--- config.mk ---
export PLATFORM = sky130hd
export DESIGN_NAME = inst_loader
export DESIGN_NICKNAME = d
export VERILOG_FILES = /design/src/rtl/loader_pkg.sv /design/src/rtl/byte_packer.sv /design/src/rtl/inst_loader.sv
export SDC_FILE = /design/constraint.sdc
export NUM_CORES = 1
export LEC_CHECK = 0
export ABC_AREA = 1
export CAP_MARGIN = 20
export CORE_MARGIN = 2
export CORE_UTILIZATION = 48
export DETAILED_ROUTE_END_ITERATION = 16
export PLACE_DENSITY = 0.74
export RECOVER_POWER = 25
export SYNTH_ARGS = -nofsm -noshare
export SYNTH_HDL_FRONTEND = slang
export SYNTH_SLANG_ARGS = --single-unit
--- constraint.sdc ---
create_clock -name clk -period 2.4 [get_ports clk]
set_clock_uncertainty 0.1 [all_clocks]
set_input_delay 0.36 -clock clk [delete_from_list [all_inputs] [get_ports clk]]
set_output_delay 0.36 -clock clk [all_outputs]
set_load 0.02 [all_outputs]
--- src/rtl/loader_pkg.sv ---
// Shared types and framing constants for the boot-time instruction loader.
package loader_pkg;

  typedef enum logic [2:0] {LEN, DATA, WRITE, DONE, ERR} state_t;

  localparam int unsigned LEN_BYTES  = 4;
  localparam int unsigned WORD_BYTES = 8;

endpackage

--- src/rtl/byte_packer.sv ---
// Big-endian byte packer: 64-bit shift register with a 3-bit byte counter.
module byte_packer
  import loader_pkg::*;
(
  input  logic        clk,
  input  logic        rst,
  input  logic        clear,
  input  logic        shift_en,
  input  logic [7:0]  din,
  output logic [63:0] data,
  output logic [2:0]  count,
  output logic        full
);

  always_ff @(posedge clk) begin
    if (rst || clear) begin
      data  <= '0;
      count <= '0;
    end else if (shift_en) begin
      data  <= {data[55:0], din};
      count <= count + 3'd1;
    end
  end

  // High on the edge that shifts in the last byte of a bundle.
  assign full = shift_en && (count == 3'(WORD_BYTES - 1));

endmodule

--- src/rtl/inst_loader.sv ---
// Boot loader: packs a length-prefixed byte stream into 64-bit instruction-memory writes.
module inst_loader
  import loader_pkg::*;
#(
  parameter int ADDR_W = 15
) (
  input  logic              clk,
  input  logic              rst,
  input  logic [7:0]        rx_data,
  input  logic              rx_valid,
  output logic              rx_ready,
  output logic [ADDR_W-1:0] imem_addr,
  output logic [63:0]       imem_din,
  output logic              imem_we,
  output logic              cpu_rstn,
  output logic              busy,
  output logic              err
);

  state_t            state_q, state_d;
  logic              run_q;
  logic [31:0]       len_q;
  logic [ADDR_W:0]   wcnt_q;
  logic [ADDR_W:0]   wcnt_inc;
  logic [31:0]       len_next;
  logic              len_load;
  logic              accept;
  logic              pk_clear, pk_shift, pk_full;
  logic [63:0]       pk_data;
  logic [2:0]        pk_count;

  byte_packer u_packer (
    .clk      (clk),
    .rst      (rst),
    .clear    (pk_clear),
    .shift_en (pk_shift),
    .din      (rx_data),
    .data     (pk_data),
    .count    (pk_count),
    .full     (pk_full)
  );

  // run_q holds rx_ready low for the first cycle after reset releases.
  assign rx_ready = run_q && (state_q == LEN || state_q == DATA);
  assign busy     = run_q && (state_q == LEN || state_q == DATA || state_q == WRITE);
  assign imem_we  = (state_q == WRITE);
  assign cpu_rstn = (state_q == DONE);
  assign err      = (state_q == ERR);
  assign imem_addr = wcnt_q[ADDR_W-1:0];
  assign imem_din  = pk_data;

  assign accept   = rx_valid && rx_ready;
  assign wcnt_inc = wcnt_q + 1'b1;
  assign len_next = {pk_data[23:0], rx_data};

  always_comb begin
    state_d  = state_q;
    pk_clear = 1'b0;
    pk_shift = 1'b0;
    len_load = 1'b0;
    case (state_q)
      LEN: begin
        if (accept) begin
          if (pk_count == 3'(LEN_BYTES - 1)) begin
            len_load = 1'b1;
            pk_clear = 1'b1;
            if (len_next == 32'd0)
              state_d = DONE;
            else if ({1'b0, len_next} > (33'd1 << ADDR_W))
              state_d = ERR;
            else
              state_d = DATA;
          end else begin
            pk_shift = 1'b1;
          end
        end
      end
      DATA: begin
        if (accept) begin
          pk_shift = 1'b1;
          if (pk_full)
            state_d = WRITE;
        end
      end
      WRITE: begin
        // Counter is one bit wider than the address so L = 2**ADDR_W ends cleanly.
        state_d = (32'(wcnt_inc) == len_q) ? DONE : DATA;
      end
      DONE:    state_d = DONE;
      ERR:     state_d = ERR;
      default: state_d = LEN;
    endcase
  end

  always_ff @(posedge clk) begin
    if (rst) begin
      state_q <= LEN;
      run_q   <= 1'b0;
      len_q   <= '0;
      wcnt_q  <= '0;
    end else begin
      state_q <= state_d;
      run_q   <= 1'b1;
      if (len_load) begin
        len_q  <= len_next;
        wcnt_q <= '0;
      end else if (state_q == WRITE) begin
        wcnt_q <= wcnt_inc;
      end
    end
  end

endmodule

; ---- Word level (Yosys, flattened, before mapping)
; Cells that the tools add are included.
[totals]
regBits = 119
input_bits = 11
out_inout_bits = 84
wordCells = 47
[op_classes]
reduce_logical = 11
magnitude_cmp = 1
n_mux = 16
n_eq_ne = 11
add_sub_neg = 2
[op_table]
columns = operator, n
row1 = $eq A16 B32 Y1, 1
row2 = $gt A32 B16 Y1 const B, 1
row3 = $logic_not A32 Y1, 1
row4 = $mux W3, 6
row5 = $add A16 B1 Y16 const B, 1
row6 = $pmux W3 S5, 1
row7 = $eq A3 B2 Y1 const B, 3
row8 = $mux W1, 7
row9 = $eq A3 B3 Y1 const B, 2
row10 = $ne A2 B2 Y1 const B, 3
row11 = $logic_and A1 B1 Y1, 4
row12 = $reduce_and A4 Y1, 1
row13 = $add A3 B1 Y3 const B, 1
row14 = $eq A3 B1 Y1 const B, 1
row15 = $logic_not A3 Y1, 1
row16 = $logic_or A1 B1 Y1, 3
row17 = $mux W2, 1
row18 = $ne A2 B1 Y1 const B, 1
row19 = $pmux W1 S2, 1
row20 = $reduce_or A2 Y1, 1

; ---- Depth between registers and ports, before layout
[logic_depth]
depth_word = 10
depth_mapped = 14

; ---- Hierarchy
; Synthesis repeated with hierarchy kept, for this count alone.
[unflattened]
cells_unflattened = 878
area_unflattened_um2 = 5721.7
[modules_own_cells]
columns = mod, seq_area_each_um2, n_inst, area_each_um2, cells_each
row1 = inst_loader, 1041.0, 1, 2931.6, 450
row2 = byte_packer, 1341.3, 1, 2790.2, 428

; ---- Least setup slack after synthesis
; OpenSTA, ideal clock, no wires.
[synth_timing]
path_type = register to output
start = register state_q[1]
end = output busy
arrival_ns = 1.565
setup_slack_ns = 0.375
path_stages_with_launch = 8
path_cell_list = dfxtp_1 -> inv_1 -> nor2_1 -> nand2_1 -> inv_1 -> clkbuf_1 -> o21ai_0 -> inv_1
[synth_between]
elab_cells_between_ends = 6
cone_classes = 2 x eq/ne / 4 x reduce/logical
[synth_rtl]
columns = item, line_no
row1 = start: declaration, inst_loader.sv:20  ; state_t state_q, state_d;
row2 = start signal: assignment, inst_loader.sv:102  ; state_q <= state_d;
row3 = $eq A3 B2 Y1, -
row4 = named net imem_we, inst_loader.sv:14  ; output logic imem_we,
row5 = $logic_or A1 B1 Y1, inst_loader.sv:45  ; assign busy = run_q && (state_q == LEN || state_q == DATA || state_q == WRITE);
row6 = $logic_and A1 B1 Y1, inst_loader.sv:45
row7 = end: declaration, inst_loader.sv:16  ; output logic busy,
; The timed path passes the listed nets, and every way through them passes these cells.

; ---- Worst setup path in the final report
[layout_timing]
start = register state_q[1]
end = output cpu_rstn
[layout_between]
elab_chain_len = 1
[layout_rtl]
columns = item, line_no
row1 = $eq A3 B2 Y1, inst_loader.sv:47  ; assign cpu_rstn = (state_q == DONE);
row2 = end: declaration, inst_loader.sv:15  ; output logic cpu_rstn,
; Every way passes these cells.

==> metrics.cfg <==
[clocking]
cts.sinks=119
clock-root-buffer=clkbuf_16
cts_tree=built
clock_latency_ns=0.42
hold_buffers=0
cts-buffers-inserted=17
cts.clk_slew.worst_paths_ns=0.06
ctsResizeCount=1
cts_htree_levels=4
cts_max_path_buffers=2
cts_setup_buffers=0

[logic_synthesis]
synth-seq-area-share_pct=41.1
synthMuxAreaShare_pct=0.173
postSynthNetCount=877
ys_ff_latch=119
synth_top_family_by_area=simple AND/OR/NAND/NOR gates
ys_warn_count=0
synth_area_um2=5800
synth.avg_cell_area_um2=6.73
synthSimpleGateAreaFrac_pct=25.4
synth_compound_area_share_pct=14.0
synthAdderAreaFrac_pct=0.863
syn_inst=862
ys_types=34
synth_xor_area_share_pct=0.712

[global_routing]
grt_max_degree=72
antenna_found_initial=0
grt_pass1_wl_mm=22.6
grt_use_total_pct=22.1
grt.overflow.total=0
grt_pass1_vias=4705

[finish]
register_area_um2=2380
syn_to_final_growth_pct=24.4
nets=955
stdcell_area_um2=7210
n_fill_cell=1094
n_antenna_cell=0
multi_input_area_um2=2380
drive_gt1_share_pct=6.51
final_core_util_pct=60.5

[job]
drv_cap=0

[worst_setup_path]
worstSetupEndpointType=primary output
required_ns=1.94
regToRegSetupSlack_ns=0.28
cp.arrival_ns=1.79
cp_max_fo=3
critical_path_class=flip-flop to primary output
start_kind=flip-flop

[sta]
min_period_ns=2.25
worstMarginPinSlew_ns=0.704
fin_setup_tns_ns=0
relSlewSlack_pct=53.1
rsz0062_at_grt=no
setup_viol=0
fmax_mhz=445
period_share_pct=93.7
maxSlewViolCount=0
report.final.hold_viol_count=0

[die]
num_rows=40
placeableCoreArea_um2=11900
pin_count=95
die_area_um2=13000
die_h_um=114
start_util_pct=48.7
dieWidth_um=114

[route]
num_vias=5295
drtPass1Iterations=5
drc=0
postRouteAntennaNets=0
wl_per_cell_um=12.5
drt_iter0_markers=384
wl_mm=13.7
vias_per_cell=4.82

[place]
place_area_um2=6700
io_buffers=94
gp_congestion=0.933
place_hpwl_mm=9.53

[min_path]
hp-class=flip-flop to flip-flop

[outcome]
status=complete, no violations

[power]
power_frac_seq_pct=45.3
p_switching_w=0.000987
pwr-share-clk_pct=50.0
power.leakage_nw=3.40
ir_drop_uv=459
power_density_nw_per_um2=616
sw_frac_of_total_pct=22.2
p_comb_share_pct=4.7
cell_internal_pwr_w=0.00346

## cell usage in the layout (no fill, tap or decap), types with 2 or more instances in the layout
master	Yosys	layout
nor3_1	5	5
buf_12	0	3
clkbuf_16	0	17
or2_2	2	2
ha_1	4	4
dfxtp_1	119	119
a31oi_1	2	2
nand2_1	232	233
nand3b_1	8	8
o21ai_1	38	38
dlygate4sd3_1	0	37
inv_1	164	164
o21ai_0	71	71
clkbuf_1	10	7
a21oi_1	43	43
buf_4	16	10
dlymetal6s2s_1	0	2
nor2_2	3	3
nand2_2	3	2
clkinv_2	0	4
nor2_1	47	47
nand4_1	12	12
nand3_1	35	35
clkbuf_8	0	3
inv_2	13	13
clkdlybuf4s50_1	0	54
## cell type report
type                            instances  share of cell area (%)
Inverter                              178                    9.30
Clock buffer                           27                    6.84
Sequential cell                       119                    33.0
Clock inverter                          4                   0.278
Tap cell                              147                    2.55
Timing Repair Buffer                  107                    15.0
Multi-Input combinational cell        517                    33.0
## worst max-delay path: stages, from the launching register on
cell and delay [ns]:
dfxtp_1 0.37, inv_1 0.09, nor2_1 0.12, inv_1 0.07
nor2_1 0.11, clkdlybuf4s50_1 0.62
## cell usage after synthesis
cell type / instances / area share [%]
nand2_1: 232 / 15
inv_1: 164 / 11
dfxtp_1: 119 / 41
o21ai_0: 71 / 6.1
nor2_1: 47 / 3.0
a21oi_1: 43 / 3.7
o21ai_1: 38 / 3.3
nand3_1: 35 / 3.0
buf_4: 16 / 2.1
buf_6: 15 / 2.9
inv_2: 13 / 0.84
nand4_1: 12 / 1.3
clkbuf_1: 10 / 0.65
nand3b_1: 8 / 1.0
buf_2: 7 / 0.60
nor3_1: 5 / 0.43
ha_1: 4 / 0.86
nand2_2: 3 / 0.32
nor2_2: 3 / 0.32
a31oi_1: 2 / 0.22
or2_2: 2 / 0.22
a21o_1: 1 / 0.13
a21oi_4: 1 / 0.28
and2_4: 1 / 0.15
inv_4: 1 / 0.11
mux2i_1: 1 / 0.17
nand2_4: 1 / 0.19
nor2_4: 1 / 0.19
nor4_1: 1 / 0.11
o211ai_1: 1 / 0.13
o21bai_1: 1 / 0.13
xnor2_1: 1 / 0.15
xor2_1: 1 / 0.15
xor3_1: 1 / 0.41
## worst paths after layout
path                                  from         end  depth (start not counted)
worst max register to register  state_q[2]  wcnt_q[15]                         11
worst min register to register   len_q[15]   len_q[15]                          2
worst min-delay path             len_q[15]   len_q[15]                          2
worst max-delay path            state_q[1]    cpu_rstn                          5
## routing by layer
metal | vias to the layer above | routed length, um | track usage (%)
li1 | 2800 | - | -
met1 | 2325 | 6570 | 29.9
met2 | 148 | 6040 | 33.3
met3 | 22 | 918 | 6.11
met4 | 0 | 207 | 9.51
met5 | - | 0 | 0
## power by group through the flow
stage	sequential [W]	clock (W)	combinational (W)
6_report	0.00201	0.00222	0.000210
5_1_grt	0.00201	0.00233	0.000233
4_1_cts	0.00201	0.00225	0.000211
3_5_place_dp	0.00205	0	0.000210
3_3_place_gp	0.00205	0	0.000210
2_1_floorplan	0.00206	0	0.000138
## cells by family after synthesis
kind of cell,Yosys count
flip-flops,119
AND/OR/NAND/NOR,351
multiplexers,1
AO/OA/AOI/OAI,158
XOR/XNOR,3
adder cells (fa/ha/maj),4
buffers and inverters,226
## state kept, by name, indices dropped and copies added (netlist names)
signal and flops:
u_packer.data 64, u_packer.count 3, state_q 3, run_q 1, wcnt_q 16, len_q 32
## metrics by stage
step	hold slack [ns]	cells	power, W	setup slack (ns)
after floorplan	0.339	862	0.00219	0.375
after global placement	0.357	1068	0.00226	0.291
after detailed placement	0.364	1068	0.00226	0.257
after CTS	0.372	1099	0.00447	0.00704
after global routing	0.395	1099	0.00458	0.0332
final	0.371	1099	0.00444	0.151
Note: power is estimated with default switching activity, not from simulation.
